### src/rtl/seg7_capture.sv
// seg7_capture: debounces a multiplexed 7-segment scan (one-hot digit select plus segments) and assembles
// decoded digit codes into frames. Define SEG7_CAPTURE_DP_EN to also capture decimal points into dp_flags.
module seg7_capture #(
  parameter int unsigned STABLE_CYCLES = 4,
  parameter logic [5:0]  PMASK         = 6'b011111
) (
  input  logic        clk,
  input  logic        rst,
  input  logic [7:0]  seg_n,
  input  logic [5:0]  dig_n,
  output logic [23:0] digits,
  output logic        frame_valid,
  output logic [7:0]  frame_cnt,
  output logic        err,
  output logic [5:0]  dp_flags
);

  typedef enum logic [1:0] {
    IDLE   = 2'd0,
    SETTLE = 2'd1,
    HOLD   = 2'd2
  } state_t;

  localparam logic [7:0] STABLE_LIM = 8'(STABLE_CYCLES);

  function automatic logic onehot_f(input logic [5:0] v);
    onehot_f = (v != 6'd0) && ((v & (v - 6'd1)) == 6'd0);
  endfunction

  function automatic logic [2:0] pos_f(input logic [5:0] v);
    pos_f = 3'd0;
    for (int i = 0; i < 6; i++) begin
      pos_f = v[i] ? 3'(i) : pos_f;
    end
  endfunction

  // Segment order is abcdefg, a in the MSB, active high.
  function automatic logic [3:0] decode_f(input logic [6:0] abcdefg);
    case (abcdefg)
      7'b1111110: decode_f = 4'h0;
      7'b0110000: decode_f = 4'h1;
      7'b1101101: decode_f = 4'h2;
      7'b1111001: decode_f = 4'h3;
      7'b0110011: decode_f = 4'h4;
      7'b1011011: decode_f = 4'h5;
      7'b1011111: decode_f = 4'h6;
      7'b1110010: decode_f = 4'h7;
      7'b1111111: decode_f = 4'h8;
      7'b1110011: decode_f = 4'h9;
      7'b0000001: decode_f = 4'hF;
      7'b0000000: decode_f = 4'hA;
      default:    decode_f = 4'hE;
    endcase
  endfunction

  state_t      state_r, state_nxt_s;
  logic [7:0]  cnt_r, cnt_nxt_s;
  logic [5:0]  sel_s, sel_lat_r;
  logic [6:0]  pat_s, pat_lat_r;
  logic        sel_valid_s, changed_s, dp_chg_s;
  logic        load_s, capture_s, complete_s;
  logic [3:0]  code_s;
  logic [2:0]  pos_s;
  logic [23:0] shadow_r, shadow_upd_s;
  logic [5:0]  mask_r, mask_upd_s;

  assign sel_s       = ~dig_n;
  assign pat_s       = ~seg_n[7:1];
  assign sel_valid_s = onehot_f(sel_s);
  assign changed_s   = (sel_s != sel_lat_r) || (pat_s != pat_lat_r) || dp_chg_s;

  // Next-state logic: the counter holds the number of consecutive samples matching the latch.
  always_comb begin
    state_nxt_s = state_r;
    cnt_nxt_s   = cnt_r;
    load_s      = 1'b0;
    capture_s   = 1'b0;
    case (state_r)
      IDLE: begin
        if (sel_valid_s) begin
          state_nxt_s = SETTLE;
          cnt_nxt_s   = 8'd1;
          load_s      = 1'b1;
        end else begin
          state_nxt_s = IDLE;
        end
      end
      SETTLE: begin
        if (!sel_valid_s) begin
          state_nxt_s = IDLE;
          cnt_nxt_s   = 8'd0;
        end else if (changed_s) begin
          cnt_nxt_s   = 8'd1;
          load_s      = 1'b1;
        end else if (cnt_r >= STABLE_LIM) begin
          state_nxt_s = HOLD;
          capture_s   = 1'b1;
        end else begin
          cnt_nxt_s   = cnt_r + 8'd1;
        end
      end
      HOLD: begin
        if (!sel_valid_s) begin
          state_nxt_s = IDLE;
          cnt_nxt_s   = 8'd0;
        end else if (changed_s) begin
          state_nxt_s = SETTLE;
          cnt_nxt_s   = 8'd1;
          load_s      = 1'b1;
        end else begin
          state_nxt_s = HOLD;
        end
      end
      default: begin
        state_nxt_s = IDLE;
        cnt_nxt_s   = 8'd0;
      end
    endcase
  end

  // State, stability counter and input latch.
  always_ff @(posedge clk) begin
    if (!rst) begin
      state_r   <= IDLE;
      cnt_r     <= 8'd0;
      sel_lat_r <= 6'd0;
      pat_lat_r <= 7'd0;
    end else begin
      state_r <= state_nxt_s;
      cnt_r   <= cnt_nxt_s;
      if (load_s) begin
        sel_lat_r <= sel_s;
        pat_lat_r <= pat_s;
      end
    end
  end

  // Shadow image with the captured nibble merged in; the latch is stable at capture time.
  always_comb begin
    code_s       = decode_f(pat_lat_r);
    pos_s        = pos_f(sel_lat_r);
    shadow_upd_s = shadow_r;
    shadow_upd_s[4*pos_s +: 4] = code_s;
    mask_upd_s   = mask_r | sel_lat_r;
    complete_s   = capture_s && ((mask_upd_s & PMASK) == PMASK);
  end

  // Shadow, frame assembly and status outputs.
  always_ff @(posedge clk) begin
    if (!rst) begin
      shadow_r    <= 24'h0;
      mask_r      <= 6'd0;
      digits      <= 24'h0;
      frame_valid <= 1'b0;
      frame_cnt   <= 8'd0;
      err         <= 1'b0;
    end else begin
      frame_valid <= complete_s;
      if (capture_s) begin
        shadow_r <= shadow_upd_s;
        err      <= err | (code_s == 4'hE);
        if (complete_s) begin
          digits    <= shadow_upd_s;
          frame_cnt <= frame_cnt + 8'd1;
          mask_r    <= 6'd0;
        end else begin
          mask_r    <= mask_upd_s;
        end
      end
    end
  end

`ifdef SEG7_CAPTURE_DP_EN
  logic       dp_s, dp_lat_r;
  logic [5:0] dp_shadow_r, dp_upd_s, dp_flags_r;

  assign dp_s     = ~seg_n[0];
  assign dp_chg_s = (dp_s != dp_lat_r);
  assign dp_upd_s = (dp_shadow_r & ~sel_lat_r) | (sel_lat_r & {6{dp_lat_r}});
  assign dp_flags = dp_flags_r;

  // Decimal point latch, shadow and frame copy.
  always_ff @(posedge clk) begin
    if (!rst) begin
      dp_lat_r    <= 1'b0;
      dp_shadow_r <= 6'd0;
      dp_flags_r  <= 6'd0;
    end else begin
      if (load_s) begin
        dp_lat_r <= dp_s;
      end
      if (capture_s) begin
        dp_shadow_r <= dp_upd_s;
      end
      if (complete_s) begin
        dp_flags_r <= dp_upd_s;
      end
    end
  end
`else
  logic unused_dp_s;

  assign unused_dp_s = seg_n[0];
  assign dp_chg_s    = 1'b0;
  assign dp_flags    = 6'd0;
`endif

endmodule

### config.mk
export PLATFORM = sky130hd
export DESIGN_NAME = seg7_capture
export DESIGN_NICKNAME = d
export VERILOG_FILES = /design/src/rtl/seg7_capture.sv
export SDC_FILE = /design/constraint.sdc
export NUM_CORES = 1
export LEC_CHECK = 0
export ABC_AREA = 1
export CORE_MARGIN = 2
export CORE_UTILIZATION = 25
export CTS_CLUSTER_SIZE = 12
export DETAILED_ROUTE_END_ITERATION = 8
export GPL_ROUTABILITY_DRIVEN = 0
export GPL_TIMING_DRIVEN = 0
export PLACE_DENSITY = 0.46
export SYNTH_ARGS = -nofsm -noshare
export SYNTH_HDL_FRONTEND = slang
export SYNTH_SLANG_ARGS = --single-unit
### constraint.sdc
create_clock -name clk -period 2.2 [get_ports clk]
set_clock_uncertainty 0.2 [all_clocks]
set_input_delay 0.33 -clock clk [delete_from_list [all_inputs] [get_ports clk]]
set_output_delay 0.33 -clock clk [all_outputs]
set_load 0.01 [all_outputs]
== Yosys cells after proc, flatten, opt, wreduce, memory -nomap -nowiden ==
Index checks and enable logic that the tools add are counted.

* Word-level logic and storage cells: 85
* Output and inout port bits: 40
* Input bits: 16
* Register bits: 87

* Order comparisons: 1
* Shifts and indexed selects: 2
* Bitwise logic cells: 5
* Equal/unequal tests: 22
* Reductions and logical operators: 11
* Add/subtract/negate cells: 4
* Muxes and demuxes: 30

{| class="wikitable"
|+ Operator list
! cell !! count
|-
| 7-bit equality test, second input constant || 8
|-
| 8-bit two-way mux || 6
|-
| 4-bit one-hot mux with 12 select lines || 1
|-
| 5-bit negator with 34-bit output || 1
|-
| 4-bit by 34-bit variable shift with 24-bit output, first input constant || 1
|-
| 4-bit by 34-bit variable part select with 24-bit output || 1
|-
| 24-bit bitwise mux || 1
|-
| 8-bit one-hot mux with 3 select lines || 1
|-
| 8-bit by 1-bit adder with 8-bit output, second input constant || 2
|-
| 7-bit by 6-bit equality test with 1-bit output, second input constant || 2
|-
| 2-bit two-way mux || 7
|-
| 1-bit two-way mux || 9
|-
| 3-bit != test, second input constant || 3
|-
| 8-bit by 3-bit >= comparator with 1-bit output, second input constant || 1
|-
| 7-bit by 1-bit equality test with 1-bit output, second input constant || 1
|-
| 7-bit zero test || 1
|-
| 7-bit != test || 1
|-
| 7-bit NOT || 1
|-
| 6-bit bitwise AND || 1
|-
| 6-bit zero test || 1
|-
| 3-bit two-way mux || 2
|-
| 6-bit two-way mux || 1
|-
| 6-bit != test || 1
|-
| 6-bit NOT || 1
|-
| 18 further kinds || 20
|}

== Logic depth before layout (Yosys ltp) ==
* Depth after elaboration: 9
* Mapped depth: 15
* Gate-level depth less buffers: 14

== Worst setup path before layout ==
OpenSTA, ideal clock, no wires.

* Path kind: flip-flop to flip-flop
* Start: register sel_lat_r[4]
* End: register shadow_r[4]
* Required time: 1.936 ns
* Setup slack: -0.096 ns
* Clock period less this slack: 2.296 ns
* Cell stages (with the launch flop): 13
* Data arrival time: 2.031 ns
* Path buffers: 0
* Setup time: 0.064 ns
* Path through: dfxtp_1 -> inv_2 -> nor2_1 -> inv_1 -> nand2_1 -> ha_1 -> ha_1 -> inv_1 -> nor3_1 -> inv_1 -> o21ai_0 -> nor2_1 -> nor2_1

* Word-level cells in the longest chain between the ends: 5
* Elaborated cells on any way between the ends: 11
* Classes of those cells: 1 x add/sub; 1 x eq/ne; 2 x shift; 6 x mux; 1 x reduce/logical

{| class="wikitable"
|+ Ends and longest elaborated chain
! what !! RTL line !! source
|-
| from (decl) || 58 || <nowiki>logic [5:0] sel_s, sel_lat_r;</nowiki>
|-
| from (signal assigned) || 132 || <nowiki>sel_lat_r <= sel_s;</nowiki>
|-
| 3-bit two-way mux / 6-bit != test (equally long branches) || 33, 70 ||
|-
| 3-bit two-way mux / 1-bit logical OR (equally long branches) || 33, 70 ||
|-
| 5-bit negator with 34-bit output / 1-bit two-way mux (equally long branches) || 143, 92 ||
|-
| 4-bit by 34-bit variable part select with 24-bit output, or another cell as far along || 143 || <nowiki>shadow_upd_s[4*pos_s +: 4] = code_s;</nowiki>
|-
| 24-bit bitwise mux / 1-bit two-way mux (equally long branches) || 143, 78 ||
|-
| to (signal assigned) || 160 || <nowiki>shadow_r <= shadow_upd_s;</nowiki>
|-
| to (decl) || 64 || <nowiki>logic [23:0] shadow_r, shadow_upd_s;</nowiki>
|}

Parallel ways exist; a longest one is shown, timed or not.
A chain may end at the register's enable or synchronous reset.

== Worst setup path after layout ==
* Start: register sel_lat_r[4]
* End: register digits[15]

* Word-level cells in the longest chain between the ends: 7
* Elaborated cells on any way between the ends: 15
* Classes of those cells: 1 x add/sub; 2 x eq/ne; 2 x shift; 6 x mux; 1 x bitwise; 3 x reduce/logical

{| class="wikitable"
|+ Ends and longest elaborated chain
! what !! RTL line !! source
|-
| parallel branches: the longest is 7 deep, another holds 5-bit negator with 34-bit output || - ||
|-
| to (signal assigned) || 163 || <nowiki>digits <= shadow_upd_s;</nowiki>
|-
| to (decl) || 11 || <nowiki>output logic [23:0] digits,</nowiki>
|}

Several ways; the timed one is not identified.

==> impl_metrics.ini <==
[global_route]
grt_max_degree = 15
gr-total-overflow = 0
antenna_found_initial = 0
grt_pass1_vias = 4360
gr-usage-all-layers_pct = 14.1
grt_pass1_wl_mm = 22.3

[cells_and_area]
drive_above_1_share_pct = 20.0
multi_input_area_sq_mm = 0.00275
fillCellCount = 2012
fin_nets = 841
ff_latch_area_sq_mm = 0.00175
final_core_utilization_pct = 34.4
antennaDiodeCount = 0
area_growth_pct = 35.6

[yosys]
ys_dominant_reg_cell = dfxtp_1
ys_async_sr_fraction_pct = 0
yosys.area_share.simple_pct = 38.6
postSynthCellCount = 728
avgSynthCellArea_sq_um = 6.47
synth_area_sq_mm = 0.00471
yosys_warnings = 0
synth_top_area_share_pct = 36.6
synth_area_leader_cell = dfxtp_1
synth-xor-area-share_pct = 0.558
synthMuxAreaShare_pct = 0
synthTopCellsByArea = dfxtp_1, nand2_1, nand3_1, inv_1, nor2_1
synth_commonest_cells = nand2_1, dfxtp_1, inv_1, nor2_1, nand3_1
synth_most_common_cell = nand2_1
synth_top_family_by_area = simple AND/OR/NAND/NOR gates
synth-edff-count = 0
yosysUniqueCellTypes = 37
synthAdderAreaFrac_pct = 2.39
ys_ff_latch = 86
synth-compound-area-share_pct = 10.7
ys_seq_area_share_pct = 36.6

[floorplan]
dieWidth_microns = 141
die_h_microns = 141
coreArea_sq_mm = 0.0186
row_count = 50
dieArea_sq_mm = 0.0200
boundaryPins = 56
initial_core_util_pct = 25.3

[setup_path]
r2r_slack_ns = 0.03
critPathSlowestCell = dfxtp_4
cp_max_fo = 5
start_kind = flop
worstSetupEndpoint = digits[15]$_SDFFE_PN0P_
timing.reg2reg.worst_path_depth = 15
path_buf_inv = 5
endpoint_kind = flop
crit_family = simple AND/OR/NAND/NOR gates
crit_cells = 15
rr_endpoint = digits[15]$_SDFFE_PN0P_
cp.required_ns = 2.29
critPathLaunch = sel_lat_r[4]$_SDFFE_PN0P_
arrival_ns = 2.25
rr_startpoint = sel_lat_r[4]$_SDFFE_PN0P_
path_cells = inv_4 > nand2_2 > inv_2 > nand2_2 > ha_4 > ha_4 > inv_4 > nor2_4 > nand3_4 > buf_4 > inv_4 > nand3_2 > nand2_1 > nand2_1 > nand2_1
path_class = flop to flop
critPathMaxStageDelay_ns = 0.38

[power_and_ir_drop]
clockPowerShare_pct = 39.3
p_sw_share_pct = 29.4
power_density_mw_per_mm2 = 585
power.switching_uw = 1100
p_comb_share_pct = 17.9
p_int_uw = 2640
max-vdd-ir-drop_mv = 0.364
leakagePower_uw = 0.00292
power_frac_seq_pct = 42.8

[cts]
numCtsBuffers = 9
clockBufferDepth = 2
root_buffer = clkbuf_16
cts_tree = built
insertion_delay_ns = 0.34
htreeDepth = 3
clkSinkCount = 86
path_clk_slew_ns = 0.06
cts_hold_buf = 0

[routing]
drc_errors = 0
wirelength_mm = 14.1
first_pass_iters = 4
ant_nets = 0
via_count = 4678
wire_per_inst_microns = 13.4
viasPerCell = 4.44
drt_iter0_markers = 236

[sta]
setup_slack_ns = 0.0347
min_period_ns = 2.17
setup_tns_ns = 0
worst_slew_pin_slew_ns = 0.614
slew_violations = 0
rsz0062_at_grt = yes
setup_viol = 0
hold_violations = 0
period_share_pct = 98.4
fmax_mhz = 462
slew_headroom_pct = 59.1

[run]
drv_cap = 0

[run_status]
status = completed

[placed_design]
dp_hpwl_mm = 9.96
port_buffers = 47
pre_cts_ws_ns = -0.630

[hold_path]
hp-class = primary input to flop
[power groups by stage]
stage | clock network [uW] | registers, uW | logic, uW
6_report | 1470 | 1600 | 671
5_1_grt | 1580 | 1600 | 741
4_1_cts | 1520 | 1600 | 581
3_5_place_dp | 0 | 1630 | 478
3_3_place_gp | 0 | 1630 | 479
2_1_floorplan | 0 | 1630 | 337
[how the worst min path moves through the flow]
stage          slack, ns                        end                  start  depth (start not counted)
2_1_floorplan       0.22      cnt_r[7]$_SDFFE_PN0P_  cnt_r[7]$_SDFFE_PN0P_                          2
3_3_place_gp        0.23      cnt_r[5]$_SDFFE_PN0P_  cnt_r[5]$_SDFFE_PN0P_                          2
3_5_place_dp        0.23      cnt_r[4]$_SDFFE_PN0P_  cnt_r[4]$_SDFFE_PN0P_                          2
4_1_cts             0.15     mask_r[1]$_SDFFE_PN0P_                    rst                          3
5_1_grt             0.15  pat_lat_r[0]$_SDFFE_PN0P_               seg_n[1]                          4
6_report            0.12  pat_lat_r[3]$_SDFFE_PN0P_               seg_n[4]                          4
[sequential cells by signal, summed over array words and instances (netlist names)]
register     count
frame_valid      1
digits          24
sel_lat_r        6
pat_lat_r        7
mask_r           5
cnt_r            8
state_r          2
shadow_r        24
err              1
frame_cnt        8
[layout make-up]
type                            count  area share, %
Clock buffer                       11           3.96
Timing Repair Buffer               71           11.3
Tap cell                          234           4.58
Buffer                             27           3.41
Sequential cell                    86           27.4
Clock inverter                      4          0.509
Inverter                           90           5.72
Multi-Input combinational cell    531           43.1
[metal layers]
layer	track usage [%]	vias to the layer above	share of wire (%)
met5	0	-	0
met1	19.7	2116	50
met3	2.87	16	4.2
li1	-	2462	-
met2	22.5	84	44
met4	3.42	0	1.7
[metrics by stage]
step / instances / hold slack, ns / area (sq um) / total power, uW
6_report: 1054 / 0.124 / 6390 / 3740
5_1_grt: 1054 / 0.150 / 6390 / 3930
4_1_cts: 1035 / 0.153 / 5970 / 3700
3_5_place_dp: 1014 / 0.229 / 5510 / 2110
3_3_place_gp: 1014 / 0.228 / 5510 / 2110
2_1_floorplan: 733 / 0.219 / 4740 / 1960
[repair_timing]
item                       in CTS  in global routing
setup endpoints to repair      74                 82
setup buffers                   5                 15
pin swaps                      10                 18
gates resized for setup        56                 84
gates cloned                    1                  4
[tightest hold or removal path: stages]
cell,delay [ns]
dlymetal6s2s_1,0.13
nand3_1,0.09
nand2_1,0.06
nor2_1,0.03
[cell families (layout without fill, tap and decap cells)]
| group | after synthesis | after routing |
|---|---|---|
| AND/OR/NAND/NOR | 428 | 429 |
| AO/OA/AOI/OAI | 84 | 84 |
| XOR/XNOR | 3 | 3 |
| adder cells (fa/ha/maj) | 9 | 9 |
| other | 1 | 6 |
| flip-flops | 86 | 86 |
| buffers and inverters | 117 | 203 |
[cell usage in the layout (no fill, tap or decap), types with 6 or more instances in the layout]
cell type and n:
nor2_4 12, ha_1 6, nand2_1 228, inv_2 16, nand4_1 9, o21ai_1 9, dfxtp_4 6, clkbuf_16 13
nand3_1 59, dfxtp_1 76, nand3_2 8, clkbuf_1 6, conb_1 6, nand2_2 23, buf_4 28, nor2_1 67
a21oi_1 30, o21a_1 18, inv_1 68, nor2_2 9, clkdlybuf4s50_1 35, dlymetal6s2s_1 6, o21ai_0 12
Power figures use the tool's default switching activity.
